File: src/rtl/uart_rx_ctrl_param_if.sv
// Receive-word handshake between the UART receive engine (master) and its consumer (slave).
// A word transfers on any clock where rx_valid and rx_ready are both high.
interface uart_rx_ctrl_param_if #(
    parameter int DATA_BITS = 8
);
    logic [DATA_BITS-1:0] rx_data;
    logic                 rx_valid;
    logic                 rx_ready;
    logic                 parity_err;
    logic                 frame_err;

    modport master (
        output rx_data,
        output rx_valid,
        output parity_err,
        output frame_err,
        input  rx_ready
    );

    modport slave (
        input  rx_data,
        input  rx_valid,
        input  parity_err,
        input  frame_err,
        output rx_ready
    );
endinterface

File: src/rtl/uart_rx_ctrl_param.sv
// UART receive engine: oversampled start/data/parity/stop FSM with a valid/ready word output.
// Define UART_RX_BREAK_DETECT_EN to turn all-zero frames into a break_det pulse plus BREAK_WAIT.
module uart_rx_ctrl_param #(
    parameter int DATA_BITS   = 8,
    parameter int OVERSAMPLE  = 16,
    parameter int SYNC_STAGES = 2
) (
    input  logic                        clock,
    input  logic                        reset,
    input  logic                        baud_tick_i,
    input  logic                        rx_in_i,
    input  logic [1:0]                  par_mode_i,
    input  logic                        two_stop_i,
    uart_rx_ctrl_param_if.master        rx_if,
    output logic                        overrun_err_o,
    output logic                        busy_o,
    output logic                        break_det_o,
    output logic [2:0]                  dbg_state_o
);

    localparam int TW = (OVERSAMPLE > 1) ? $clog2(OVERSAMPLE) : 1;
    localparam int BW = $clog2(DATA_BITS);
    localparam logic [TW-1:0] TICK_HALF = TW'(OVERSAMPLE / 2 - 1);
    localparam logic [TW-1:0] TICK_LAST = TW'(OVERSAMPLE - 1);
    localparam logic [BW-1:0] BIT_LAST  = BW'(DATA_BITS - 1);

`ifdef UART_RX_BREAK_DETECT_EN
    typedef enum logic [2:0] {
        IDLE       = 3'd0,
        START      = 3'd1,
        DATA       = 3'd2,
        PARITY     = 3'd3,
        STOP1      = 3'd4,
        STOP2      = 3'd5,
        DELIVER    = 3'd6,
        BREAK_WAIT = 3'd7
    } state_t;
`else
    typedef enum logic [2:0] {
        IDLE    = 3'd0,
        START   = 3'd1,
        DATA    = 3'd2,
        PARITY  = 3'd3,
        STOP1   = 3'd4,
        STOP2   = 3'd5,
        DELIVER = 3'd6
    } state_t;
`endif

    state_t                 state_q, state_d;
    logic [SYNC_STAGES-1:0] sync_q;
    logic                   rx_prev_q;
    logic [TW-1:0]          tick_q, tick_d;
    logic [BW-1:0]          bit_q, bit_d;
    logic [DATA_BITS-1:0]   shreg_q, shreg_d;
    logic [1:0]             par_mode_q, par_mode_d;
    logic                   two_stop_q, two_stop_d;
    logic                   perr_q, perr_d;
    logic                   ferr_q, ferr_d;
    logic [DATA_BITS-1:0]   data_q, data_d;
    logic                   valid_q, valid_d;
    logic                   perr_out_q, perr_out_d;
    logic                   ferr_out_q, ferr_out_d;
    logic                   overrun_q, overrun_d;
    logic                   break_q, break_d;
`ifdef UART_RX_BREAK_DETECT_EN
    logic                   par_bit_q, par_bit_d;
`endif

    logic          rx_s;
    logic          par_en;
    logic          par_odd;
    logic          sample;
    logic [TW-1:0] tick_adv;

    assign rx_s     = sync_q[SYNC_STAGES-1];
    assign par_en   = (par_mode_q == 2'b01) || (par_mode_q == 2'b10);
    assign par_odd  = (par_mode_q == 2'b10);
    // Mid-bit sample point; the counter was re-aligned at the mid-start sample.
    assign sample   = baud_tick_i && (tick_q == TICK_LAST);
    assign tick_adv = !baud_tick_i ? tick_q :
                      (tick_q == TICK_LAST) ? '0 : tick_q + 1'b1;

    always_ff @(posedge clock or posedge reset) begin
        if (reset) begin
            state_q    <= IDLE;
            sync_q     <= '1;
            rx_prev_q  <= 1'b1;
            tick_q     <= '0;
            bit_q      <= '0;
            shreg_q    <= '0;
            par_mode_q <= 2'b00;
            two_stop_q <= 1'b0;
            perr_q     <= 1'b0;
            ferr_q     <= 1'b0;
            data_q     <= '0;
            valid_q    <= 1'b0;
            perr_out_q <= 1'b0;
            ferr_out_q <= 1'b0;
            overrun_q  <= 1'b0;
            break_q    <= 1'b0;
`ifdef UART_RX_BREAK_DETECT_EN
            par_bit_q  <= 1'b0;
`endif
        end else begin
            state_q    <= state_d;
            sync_q     <= {sync_q[SYNC_STAGES-2:0], rx_in_i};
            rx_prev_q  <= rx_s;
            tick_q     <= tick_d;
            bit_q      <= bit_d;
            shreg_q    <= shreg_d;
            par_mode_q <= par_mode_d;
            two_stop_q <= two_stop_d;
            perr_q     <= perr_d;
            ferr_q     <= ferr_d;
            data_q     <= data_d;
            valid_q    <= valid_d;
            perr_out_q <= perr_out_d;
            ferr_out_q <= ferr_out_d;
            overrun_q  <= overrun_d;
            break_q    <= break_d;
`ifdef UART_RX_BREAK_DETECT_EN
            par_bit_q  <= par_bit_d;
`endif
        end
    end

    always_comb begin
        state_d    = state_q;
        tick_d     = tick_q;
        bit_d      = bit_q;
        shreg_d    = shreg_q;
        par_mode_d = par_mode_q;
        two_stop_d = two_stop_q;
        perr_d     = perr_q;
        ferr_d     = ferr_q;
        data_d     = data_q;
        valid_d    = valid_q;
        perr_out_d = perr_out_q;
        ferr_out_d = ferr_out_q;
        overrun_d  = 1'b0;
        break_d    = 1'b0;
`ifdef UART_RX_BREAK_DETECT_EN
        par_bit_d  = par_bit_q;
`endif

        if (valid_q && rx_if.rx_ready) begin
            valid_d = 1'b0;
        end

        case (state_q)
            IDLE: begin
                if (rx_prev_q && !rx_s) begin
                    par_mode_d = par_mode_i;
                    two_stop_d = two_stop_i;
                    tick_d     = '0;
                    bit_d      = '0;
                    perr_d     = 1'b0;
                    ferr_d     = 1'b0;
                    state_d    = START;
                end
            end
            START: begin
                if (baud_tick_i) begin
                    if (tick_q == TICK_HALF) begin
                        tick_d  = '0;
                        state_d = rx_s ? IDLE : DATA;
                    end else begin
                        tick_d = tick_q + 1'b1;
                    end
                end
            end
            DATA: begin
                tick_d = tick_adv;
                if (sample) begin
                    shreg_d[bit_q] = rx_s;
                    if (bit_q == BIT_LAST) begin
                        bit_d   = '0;
                        state_d = par_en ? PARITY : STOP1;
                    end else begin
                        bit_d = bit_q + 1'b1;
                    end
                end
            end
            PARITY: begin
                tick_d = tick_adv;
                if (sample) begin
                    perr_d  = rx_s != ((^shreg_q) ^ par_odd);
`ifdef UART_RX_BREAK_DETECT_EN
                    par_bit_d = rx_s;
`endif
                    state_d = STOP1;
                end
            end
            STOP1: begin
                tick_d = tick_adv;
                if (sample) begin
                    ferr_d  = !rx_s;
                    state_d = two_stop_q ? STOP2 : DELIVER;
`ifdef UART_RX_BREAK_DETECT_EN
                    if (!rx_s && (shreg_q == '0) && (!par_en || !par_bit_q)) begin
                        break_d = 1'b1;
                        tick_d  = '0;
                        state_d = BREAK_WAIT;
                    end
`endif
                end
            end
            STOP2: begin
                tick_d = tick_adv;
                if (sample) begin
                    ferr_d  = ferr_q | !rx_s;
                    state_d = DELIVER;
                end
            end
            DELIVER: begin
                // A word still waiting for its consumer wins; the new one is dropped.
                if (!valid_q || rx_if.rx_ready) begin
                    data_d     = shreg_q;
                    perr_out_d = perr_q;
                    ferr_out_d = ferr_q;
                    valid_d    = 1'b1;
                end else begin
                    overrun_d = 1'b1;
                end
                state_d = IDLE;
            end
`ifdef UART_RX_BREAK_DETECT_EN
            BREAK_WAIT: begin
                if (!rx_s) begin
                    tick_d = '0;
                end else if (baud_tick_i) begin
                    if (tick_q == TICK_LAST) begin
                        tick_d  = '0;
                        state_d = IDLE;
                    end else begin
                        tick_d = tick_q + 1'b1;
                    end
                end
            end
`endif
            default: state_d = IDLE;
        endcase
    end

    assign rx_if.rx_data    = data_q;
    assign rx_if.rx_valid   = valid_q;
    assign rx_if.parity_err = perr_out_q;
    assign rx_if.frame_err  = ferr_out_q;
    assign overrun_err_o    = overrun_q;
    assign break_det_o      = break_q;
    assign busy_o           = (state_q != IDLE);
    assign dbg_state_o      = state_q;

endmodule

File: src/flat_wrapper.sv
// flat-port wrapper written by rule: the top's interface ports become plain ports
module uart_rx_ctrl_param_flat 
#(
    parameter int DATA_BITS   = 8,
    parameter int OVERSAMPLE  = 16,
    parameter int SYNC_STAGES = 2
)
  (clock, reset, baud_tick_i, rx_in_i, par_mode_i, two_stop_i, overrun_err_o, busy_o, break_det_o, dbg_state_o, rx_if_rx_data, rx_if_rx_valid, rx_if_parity_err, rx_if_frame_err, rx_if_rx_ready);
  uart_rx_ctrl_param_if #(.DATA_BITS(DATA_BITS)) rx_if_i ();
  input  logic clock;
  input  logic reset;
  input  logic baud_tick_i;
  input  logic rx_in_i;
  input  logic [1:0] par_mode_i;
  input  logic two_stop_i;
  output logic overrun_err_o;
  output logic busy_o;
  output logic break_det_o;
  output logic [2:0] dbg_state_o;
  output wire logic [$bits(rx_if_i.rx_data)-1:0] rx_if_rx_data;
  output wire logic [$bits(rx_if_i.rx_valid)-1:0] rx_if_rx_valid;
  output wire logic [$bits(rx_if_i.parity_err)-1:0] rx_if_parity_err;
  output wire logic [$bits(rx_if_i.frame_err)-1:0] rx_if_frame_err;
  input wire logic [$bits(rx_if_i.rx_ready)-1:0] rx_if_rx_ready;
  assign rx_if_rx_data = rx_if_i.rx_data;
  assign rx_if_rx_valid = rx_if_i.rx_valid;
  assign rx_if_parity_err = rx_if_i.parity_err;
  assign rx_if_frame_err = rx_if_i.frame_err;
  assign rx_if_i.rx_ready = rx_if_rx_ready;
  uart_rx_ctrl_param #(.DATA_BITS(DATA_BITS), .OVERSAMPLE(OVERSAMPLE), .SYNC_STAGES(SYNC_STAGES)) u_core (.clock(clock), .reset(reset), .baud_tick_i(baud_tick_i), .rx_in_i(rx_in_i), .par_mode_i(par_mode_i), .two_stop_i(two_stop_i), .rx_if(rx_if_i), .overrun_err_o(overrun_err_o), .busy_o(busy_o), .break_det_o(break_det_o), .dbg_state_o(dbg_state_o));
endmodule
File: config.mk
export PLATFORM = sky130hd
export DESIGN_NAME = uart_rx_ctrl_param_flat
export DESIGN_NICKNAME = d
export VERILOG_FILES = /design/src/rtl/uart_rx_ctrl_param_if.sv /design/src/rtl/uart_rx_ctrl_param.sv /design/src/flat_wrapper.sv
export SDC_FILE = /design/constraint.sdc
export NUM_CORES = 1
export LEC_CHECK = 0
export ABC_AREA = 1
export CAP_MARGIN = 0
export CORE_UTILIZATION = 30
export CTS_CLUSTER_SIZE = 12
export DETAILED_ROUTE_END_ITERATION = 7
export MAX_ROUTING_LAYER = met4
export SYNTH_ARGS = -nofsm -noshare
export SYNTH_HDL_FRONTEND = slang
export SYNTH_SLANG_ARGS = --single-unit
File: constraint.sdc
create_clock -name clock -period 1.7 [get_ports clock]
set_input_delay 0.34 -clock clock [delete_from_list [all_inputs] [get_ports clock]]
set_output_delay 0.34 -clock clock [all_outputs]
set_load 0.05 [all_outputs]
Word level (Yosys, flattened, before mapping)

Cells that the tools add are included.

Eq/ne operators: 21
Reduce and logical (&&, ||, !) cells: 24
$add $sub $neg: 2
Multiplexer cells: 36
$lt $le $gt $ge: 2
Bitwise logic cells: 2

Operators by type and width:

| kind                  | count |
|---|---|
| $mux W3               | 12 |
| $mux W4               | 5 |
| $pmux W3 S6           | 1 |
| $ne A2 B1 Y1 const B  | 8 |
| $eq A3 B3 Y1 const B  | 4 |
| $pmux W4 S3           | 1 |
| $mux W1               | 10 |
| $reduce_bool A3 Y1    | 3 |
| $bwmux W8             | 1 |
| $reduce_and A4 Y1     | 2 |
| $reduce_and A8 Y1     | 1 |
| $reduce_xor A8 Y1     | 1 |
| $eq A3 B2 Y1 const B  | 2 |
| $pmux W3 S2           | 1 |
| $reduce_and A2 Y1     | 3 |
| $reduce_and A3 Y1     | 2 |
| $add A4 B1 Y4 const B | 1 |
| $eq A4 B3 Y1 const B  | 1 |
| $eq A4 B4 Y1 const B  | 1 |
| $logic_and A1 B1 Y1   | 4 |
| $lt A3 B4 Y1 const B  | 1 |
| $mux W2               | 2 |
| $reduce_bool A2 Y1    | 2 |
| $reduce_or A4 Y1      | 1 |
| 15 further kinds      | 17 |

Output and inout port bits: 17
Word-level logic and storage cells: 102
Bits of input ports: 8
Bits in registers: 38

Depth between registers and ports, before layout

Gate-level depths: netlist of run 1.

Depth in word-level cells: 6
Depth in mapped cells: 10
Depth with buffers taken out: 10

Least setup slack after synthesis of run 1

No wires, ideal clock.

Path kind: register to register
Start: reg u_core.state_q[0] (netlist: u_core.dbg_state_o[0])
End: reg u_core.par_mode_q[1]
Clock period less this slack: 1.761 ns
Stages on the path, launching flop included: 6
Required time: 1.575 ns
Path slack: -0.061 ns
Arrival: 1.636 ns
Setup time: 0.125 ns
Path buffers: 0
Cell sequence: dfrtp_1 -> inv_2 -> nand3_2 -> inv_1 -> nand2_2 -> mux2_4

Word-level cells in the longest chain between the ends: 2

Ends and longest elaborated chain:

| what                               | line                      | RTL |
|---|---|---|
| start, declared                    | uart_rx_ctrl_param.sv:50  | `state_t state_q, state_d;` |
| start signal, assigned             | uart_rx_ctrl_param.sv:106 | `state_q <= state_d;` |
| $logic_not A3 Y1                   | uart_rx_ctrl_param.sv:151 | `case (state_q)` |
| $reduce_and A2 Y1 (no source line) | n/a                       |  |
| end signal, assigned               | uart_rx_ctrl_param.sv:112 | `par_mode_q <= par_mode_d;` |
| end, declared                      | uart_rx_ctrl_param.sv:56  | `logic [1:0] par_mode_q, par_mode_d;` |

No other way between the ends.
A chain may end at the register's enable or synchronous reset.

Worst setup path in the final report of run 1

Start: reg u_core.state_q[1] (netlist: u_core.dbg_state_o[1])
End: out busy_o

Word-level cells in the longest chain between the ends: 1

Ends and longest elaborated chain:

| what               | line                      | RTL |
|---|---|---|
| $reduce_bool A3 Y1 | uart_rx_ctrl_param.sv:252 | `assign busy_o = (state_q != IDLE);` |
| end, declared      | flat_wrapper.sv:17        | `output logic busy_o;` |

No other way between the ends.

==> results of run 1 <==
[worst max-delay path by stage]
stage / to / startpoint / depth (start not counted)
2_1_floorplan: u_core.par_mode_q[1] / u_core.dbg_state_o[1] / 5
3_3_place_gp: u_core.rx_if.rx_data[6] / rx_if_rx_ready / 5
3_5_place_dp: u_core.rx_if.rx_data[5] / rx_if_rx_ready / 5
4_1_cts: busy_o / u_core.dbg_state_o[1] / 3
5_1_grt: u_core.shreg_q[0] / u_core.tick_q[0] / 10
6_report: busy_o / u_core.dbg_state_o[1] / 3
[where the power goes]
part	internal [mW]	leakage (nW)	switching (mW)
registers	1.04	0.503	0.161
clock network	0.331	0.0455	0.313
logic	0.568	0.718	0.861
[layout make-up]
| class | instances | area (sq um) |
|---|---|---|
| Sequential cell | 38 | 956 |
| Inverter | 36 | 140 |
| Fill cell | 670 | 3980 |
| Tap cell | 77 | 96.3 |
| Timing Repair Buffer | 26 | 275 |
| Clock buffer | 8 | 90.1 |
| Multi-Input combinational cell | 174 | 922 |
[logic make-up (layout without fill, tap and decap cells)]
family,count (synthesis),in the layout
simple gates,126,126
buf+inv,39,70
flops,38,38
compound gates,34,34
mux,5,5
fa+ha+maj,4,4
xor+xnor,4,4
other cells,1,1
[registers in the layout, indices dropped and copies added (netlist names)]
signal and flops:
u_core.rx_if.rx_data 8, u_core.shreg_q 8, u_core.tick_q 4, u_core.bit_q 3, u_core.dbg_state_o 3, u_core.par_mode_q 2
u_core.sync_q 2, u_core.ferr_q 1, u_core.overrun_err_o 1, u_core.perr_q 1, u_core.rx_if.frame_err 1, u_core.rx_if.parity_err 1
u_core.rx_if.rx_valid 1, u_core.rx_prev_q 1, u_core.two_stop_q 1
[through the flow]
step / area (sq um) / hold slack, ns / worst slack, ns
2_1_floorplan: 2040 / 0.344 / 0.0273
5_1_grt: 2480 / 0.365 / 0.0426
3_3_place_gp: 2390 / 0.345 / 0.150
3_5_place_dp: 2390 / 0.347 / 0.132
6_report: 2480 / 0.357 / 0.169
4_1_cts: 2480 / 0.358 / 0.151
[Yosys cell counts]
cell / count
nand2_2: 5
o211ai_1: 3
nand4_1: 1
clkbuf_1: 1
nor2_1: 17
dfrtp_1: 35
buf_6: 1
clkinv_4: 1
nor3_1: 2
xnor2_1: 1
inv_2: 5
o21ai_0: 3
nand2_1: 72
a21oi_1: 5
nand3_1: 20
nor2_4: 1
mux2_4: 5
o21ai_2: 1
o21ai_1: 21
dfstp_2: 3
nor2_2: 5
buf_4: 1
inv_1: 30
ha_1: 4
nand3_2: 1
nand2_4: 1
o32ai_1: 1
xor2_1: 3
conb_1: 1
nand3b_4: 1
[per-layer routing]
layer,routed length (um),global-route usage,vias to the layer above
li1,-,-,855
met1,2010,0.164,722
met2,1650,0.189,27
met3,129,0.0265,5
met4,79,0.0690,0
met5,0,-,-
==> flow_metrics.env, run 1 <==
export IMPL_root_buffer="clkbuf_8"
export IMPL_synth_fp_nets=263
export IMPL_ys_seq_area_frac=0.470
export IMPL_min_path_cells=0
export IMPL_cts_tree="yes"
export IMPL_htreeDepth=2
export IMPL_worstHoldPathType="flip-flop to flip-flop"
export IMPL_rows=29
export IMPL_fin_setup_tns_ns=0
export IMPL_cts_repair_resized=0
export IMPL_arrival_ns=1.19
export IMPL_endpoint_kind="primary output"
export IMPL_drive_gt1_frac=0.195
export IMPL_grt_max_degree=39
export IMPL_synth_top_family_by_area="simple AND/OR/NAND/NOR gates"
export IMPL_synth_compound_area_share=0.0911
export IMPL_cp_cell_sequence="inv_2, nand3_4, buf_12"
export IMPL_synth_top_cell_area_share=0.431
export IMPL_synth_top_cell_by_area="dfrtp_1"
export IMPL_die_w_um=84.3
export IMPL_avgSynthCellArea_sq_um=8.10
export IMPL_diodes=0
export IMPL_fmax_mhz=653
export IMPL_detail_route_antenna_nets=0
export IMPL_grt_pass1_wl_um=6890
export IMPL_worstRegToRegCells=4
export IMPL_r2r_end="u_core.rx_if.frame_err"
export IMPL_path_clk_slew_ns=0.07
export IMPL_antenna_found_initial=0
export IMPL_cpPeakStageDelay_ns=0.48
export IMPL_r2r_setup_slack_ns=0.24
export IMPL_path_buf_inv=2
export IMPL_cpMaxStageDelayCell="dfrtp_1"
export IMPL_drv_slew=0
export IMPL_die_h_um=84.3
export IMPL_final_cells=359
export IMPL_synth_xor_area_frac=0.0172
export IMPL_cts_buffers=5
export IMPL_yosysWarnings=0
export IMPL_yosysUniqueCellTypes=30
export IMPL_gp_congestion=0.800
export IMPL_route_detailed_drc=11
export IMPL_start_util=0.315
export IMPL_ios=25
export IMPL_dr_pass1_iters=6
export IMPL_syn_inst=251
export IMPL_ir_drop_mv=0.507
export IMPL_vias=1609
export IMPL_path_class="flip-flop to primary output"
export IMPL_power_density_mw_per_mm2=1320
export IMPL_overflow=0
export IMPL_syn_to_final_growth_pct=22.0
export IMPL_via_per_inst=4.48
export IMPL_final_common_cell="nand2_1"
export IMPL_worst_clock_skew_ns=0.00891
export IMPL_dp_hpwl_um=2930
export IMPL_layout_common_cells="nand2_1, dfrtp_1, inv_1, o21ai_1, nand3_1"
export IMPL_run_status="complete, but fails checks"
export IMPL_hold_path_end="u_core.sync_q[1]"
export IMPL_start_kind="flip-flop"
export IMPL_hp_start="u_core.sync_q[0]"
export IMPL_core_sq_mm=0.00646
export IMPL_synthAdderAreaFrac=0.0246
export IMPL_p_leak_nw=1.27
export IMPL_crit_fanout=6
export IMPL_cp_top_family="flip-flops"
export IMPL_io_buffers=23
export IMPL_setup_viol=0
export IMPL_track_usage=0.128
export IMPL_max_cap_viol_count=0
export IMPL_violations="DRC"
export IMPL_post_cts_buffers=0
export IMPL_reg2reg_from="u_core.dbg_state_o[2]"
export IMPL_syn_cell_area_sq_mm=0.00203
export IMPL_grt_pass1_vias=1546
export IMPL_drt_iter0_markers=98
export IMPL_hold_viol_final=0
export IMPL_period_share=0.900
export IMPL_finalNetCount=293
export IMPL_hold_buffers=0
export IMPL_finalWirelength_um=3870
export IMPL_cts_path_max_buffers=2
export IMPL_clk_latency_ns=0.29
export IMPL_synthMuxAreaShare=0.0369
export IMPL_rsz0062_at_grt="no"
export IMPL_min_period_ns=1.53
export IMPL_dp_cells=351
export IMPL_power_mw=3.28
export IMPL_required_ns=1.36
export IMPL_cts_sinks=38
export IMPL_ys_seq_elements=38
export IMPL_routedWlPerCell_um=10.8
export IMPL_synthSimpleGateAreaFrac=0.278
export IMPL_final_core_util=0.384
export IMPL_synth_area_leaders="dfrtp_1, nand2_1, inv_1"
export IMPL_dieArea_sq_mm=0.00711
Note: power is estimated with default switching activity, not from simulation.
==> run 2: changes to the inputs <==
--- a/config.mk
+++ b/config.mk
@@ -11,6 +11,7 @@
 export CTS_CLUSTER_SIZE = 12
 export DETAILED_ROUTE_END_ITERATION = 7
 export MAX_ROUTING_LAYER = met4
+export SKIP_CTS_REPAIR_TIMING = 1
 export SYNTH_ARGS = -nofsm -noshare
 export SYNTH_HDL_FRONTEND = slang
 export SYNTH_SLANG_ARGS = --single-unit
==> results of run 2 <==
The final DEF is identical to that of run 1; final timing and power are the same.
==> run 3: changes to the inputs <==
--- a/config.mk
+++ b/config.mk
@@ -8,8 +8,10 @@
 export ABC_AREA = 1
 export CAP_MARGIN = 0
 export CORE_UTILIZATION = 30
+export CTS_BUF_LIST = sky130_fd_sc_hd__clkbuf_4
 export CTS_CLUSTER_SIZE = 12
 export DETAILED_ROUTE_END_ITERATION = 7
+export DONT_BUFFER_PORTS = 1
 export MAX_ROUTING_LAYER = met4
 export SKIP_CTS_REPAIR_TIMING = 1
 export SYNTH_ARGS = -nofsm -noshare
==> run 3 against run 2 <==
The run still ends with DRC left. Fmax decreased by 2.7%. Wire length about the same. Critical path depth unchanged. Largest power group unchanged.
==> flow_metrics.env, run 3 (synthesis gave the netlist of run 1 again) <==
export IMPL_fill_cells=685
export IMPL_rows=29
export IMPL_start_kind="flip-flop"
export IMPL_grtUsageMet2=0.186
export IMPL_vias=1598
export IMPL_power_density_mw_per_mm2=1320
export IMPL_cts_sinks=38
export IMPL_max_cap_viol_count=0
export IMPL_setup_viol=0
export IMPL_fmax_mhz=636
export IMPL_drive_gt1_frac=0.166
export IMPL_die_w_um=84.3
export IMPL_path_buf_inv=2
export IMPL_cts_tree="yes"
export IMPL_clkPwrFrac=0.163
export IMPL_track_usage=0.123
export IMPL_overflow=0
export IMPL_start_util=0.315
export IMPL_final_common_cell="nand2_1"
export IMPL_finalNetCount=276
export IMPL_clk_latency_ns=0.34
export IMPL_crit_fanout=6
export IMPL_core_sq_mm=0.00646
export IMPL_gp_congestion=0.793
export IMPL_rsz0062_at_grt="no"
export IMPL_hold_viol_final=0
export IMPL_ios=25
export IMPL_setup_slack_ns=0.128
export IMPL_dr_pass1_iters=7
export IMPL_path_class="flip-flop to primary output"
export IMPL_top_usage_layer="met2"
export IMPL_cpPeakStageDelay_ns=0.49
export IMPL_detail_route_antenna_nets=0
export IMPL_syn_to_final_growth_pct=11.0
export IMPL_dieArea_sq_mm=0.00711
export IMPL_fin_setup_tns_ns=0
export IMPL_routedWlPerCell_um=11.3
export IMPL_met3_usage=0.0315
export IMPL_diodes=0
export IMPL_cp_cell_sequence="inv_2, nand3_4, buf_4"
export IMPL_die_h_um=84.3
export IMPL_worst_clock_skew_ns=0.0125
export IMPL_arrival_ns=1.23
export IMPL_layout_common_cells="nand2_1, dfrtp_1, inv_1, o21ai_1, nand3_1"
export IMPL_grt_max_degree=30
export IMPL_htreeDepth=2
export IMPL_path_clk_slew_ns=0.11
export IMPL_ir_drop_mv=0.509
export IMPL_min_period_ns=1.57
export IMPL_worstHoldPathType="input pin to flip-flop"
export IMPL_place_ws_ns=0.229
export IMPL_seq_area_sq_um=956
export IMPL_root_buffer="clkbuf_4"
export IMPL_via_per_inst=4.67
export IMPL_grt_util_met1=0.159
export IMPL_cpMaxStageDelayCell="dfrtp_1"
export IMPL_seqPwrFrac=0.414
export IMPL_run_status="complete, but fails checks"
export IMPL_dp_hpwl_um=2990
export IMPL_required_ns=1.36
export IMPL_grt_pass1_vias=1437
export IMPL_antenna_found_initial=0
export IMPL_p_leak_nw=1.16
export IMPL_sw_frac_of_total=0.441
export IMPL_grt_pass1_wl_um=6730
export IMPL_violations="DRC"
export IMPL_power_net_switching_mw=1.31
export IMPL_cp_top_family="flip-flops"
export IMPL_multi_input_area_sq_um=922
export IMPL_endpoint_kind="primary output"
export IMPL_r2r_setup_slack_ns=0.19
export IMPL_cts_path_max_buffers=2
export IMPL_cts_buffers=5
export IMPL_route_detailed_drc=6
export IMPL_p_comb_frac=0.422
export IMPL_period_share=0.925
export IMPL_internal_power_mw=1.66
export IMPL_finalWirelength_um=3870
export IMPL_drt_iter0_markers=104
export IMPL_io_buffers=0
export IMPL_drv_slew=0
-- run 3: cell count changes in the layout (fill, tap and decap cells not counted), sizes merged --
cell and delta:
buf -12, clkdlybuf4s50 -7, dlygate4sd3 +2, clkbuf -1, clkinv +1
-- run 3: layout make-up --
type                       count  share of cell area
clock buffer                   7              0.0233
clock inverter                 1             0.00166
inverter                      36              0.0621
multi-input combinational    174               0.409
sequential                    38               0.424
tap                           77              0.0427
timing repair buffer           9              0.0377
-- run 3: metal layers --
layer,part of all wire,vias to the layer above
met3,0.031,4
met2,0.46,44
met5,0,-
met1,0.50,721
met4,0.014,0
li1,-,829
-- run 3: worst paths after layout --
kind                                  startpoint                     end  depth (start not counted)
hold / removal                     par_mode_i[1]    u_core.par_mode_q[1]                          1
max in group asynchronous                  reset        u_core.sync_q[0]                          3
hold reg to reg                 u_core.sync_q[0]        u_core.sync_q[1]                          0
setup / recovery           u_core.dbg_state_o[1]                  busy_o                          3
min in group asynchronous                  reset  u_core.rx_if.frame_err                          2
setup reg to reg                u_core.tick_q[0]       u_core.shreg_q[7]                         10
-- run 3: through the flow --
stage	area [sq um]	hold WS, ns	cells	power (mW)	utilization
6_report	2260	0.145	342	2.97	0.349
5_1_grt	2260	0.121	342	3.21	0.349
4_1_cts	2240	-0.128	340	3.00	0.346
3_5_place_dp	2180	0.256	332	2.50	0.337
3_3_place_gp	2180	0.249	332	2.49	0.337
2_1_floorplan	2040	0.344	251	2.21	-
-- run 3: power by group through the flow --
stage / Sequential, mW / Clock, mW / Combinational (mW)
finish: 1.23 / 0.485 / 1.25
global route: 1.25 / 0.541 / 1.42
CTS: 1.23 / 0.514 / 1.26
detailed placement: 1.25 / 0 / 1.25
global placement: 1.25 / 0 / 1.24
floorplan: 1.33 / 0 / 0.881
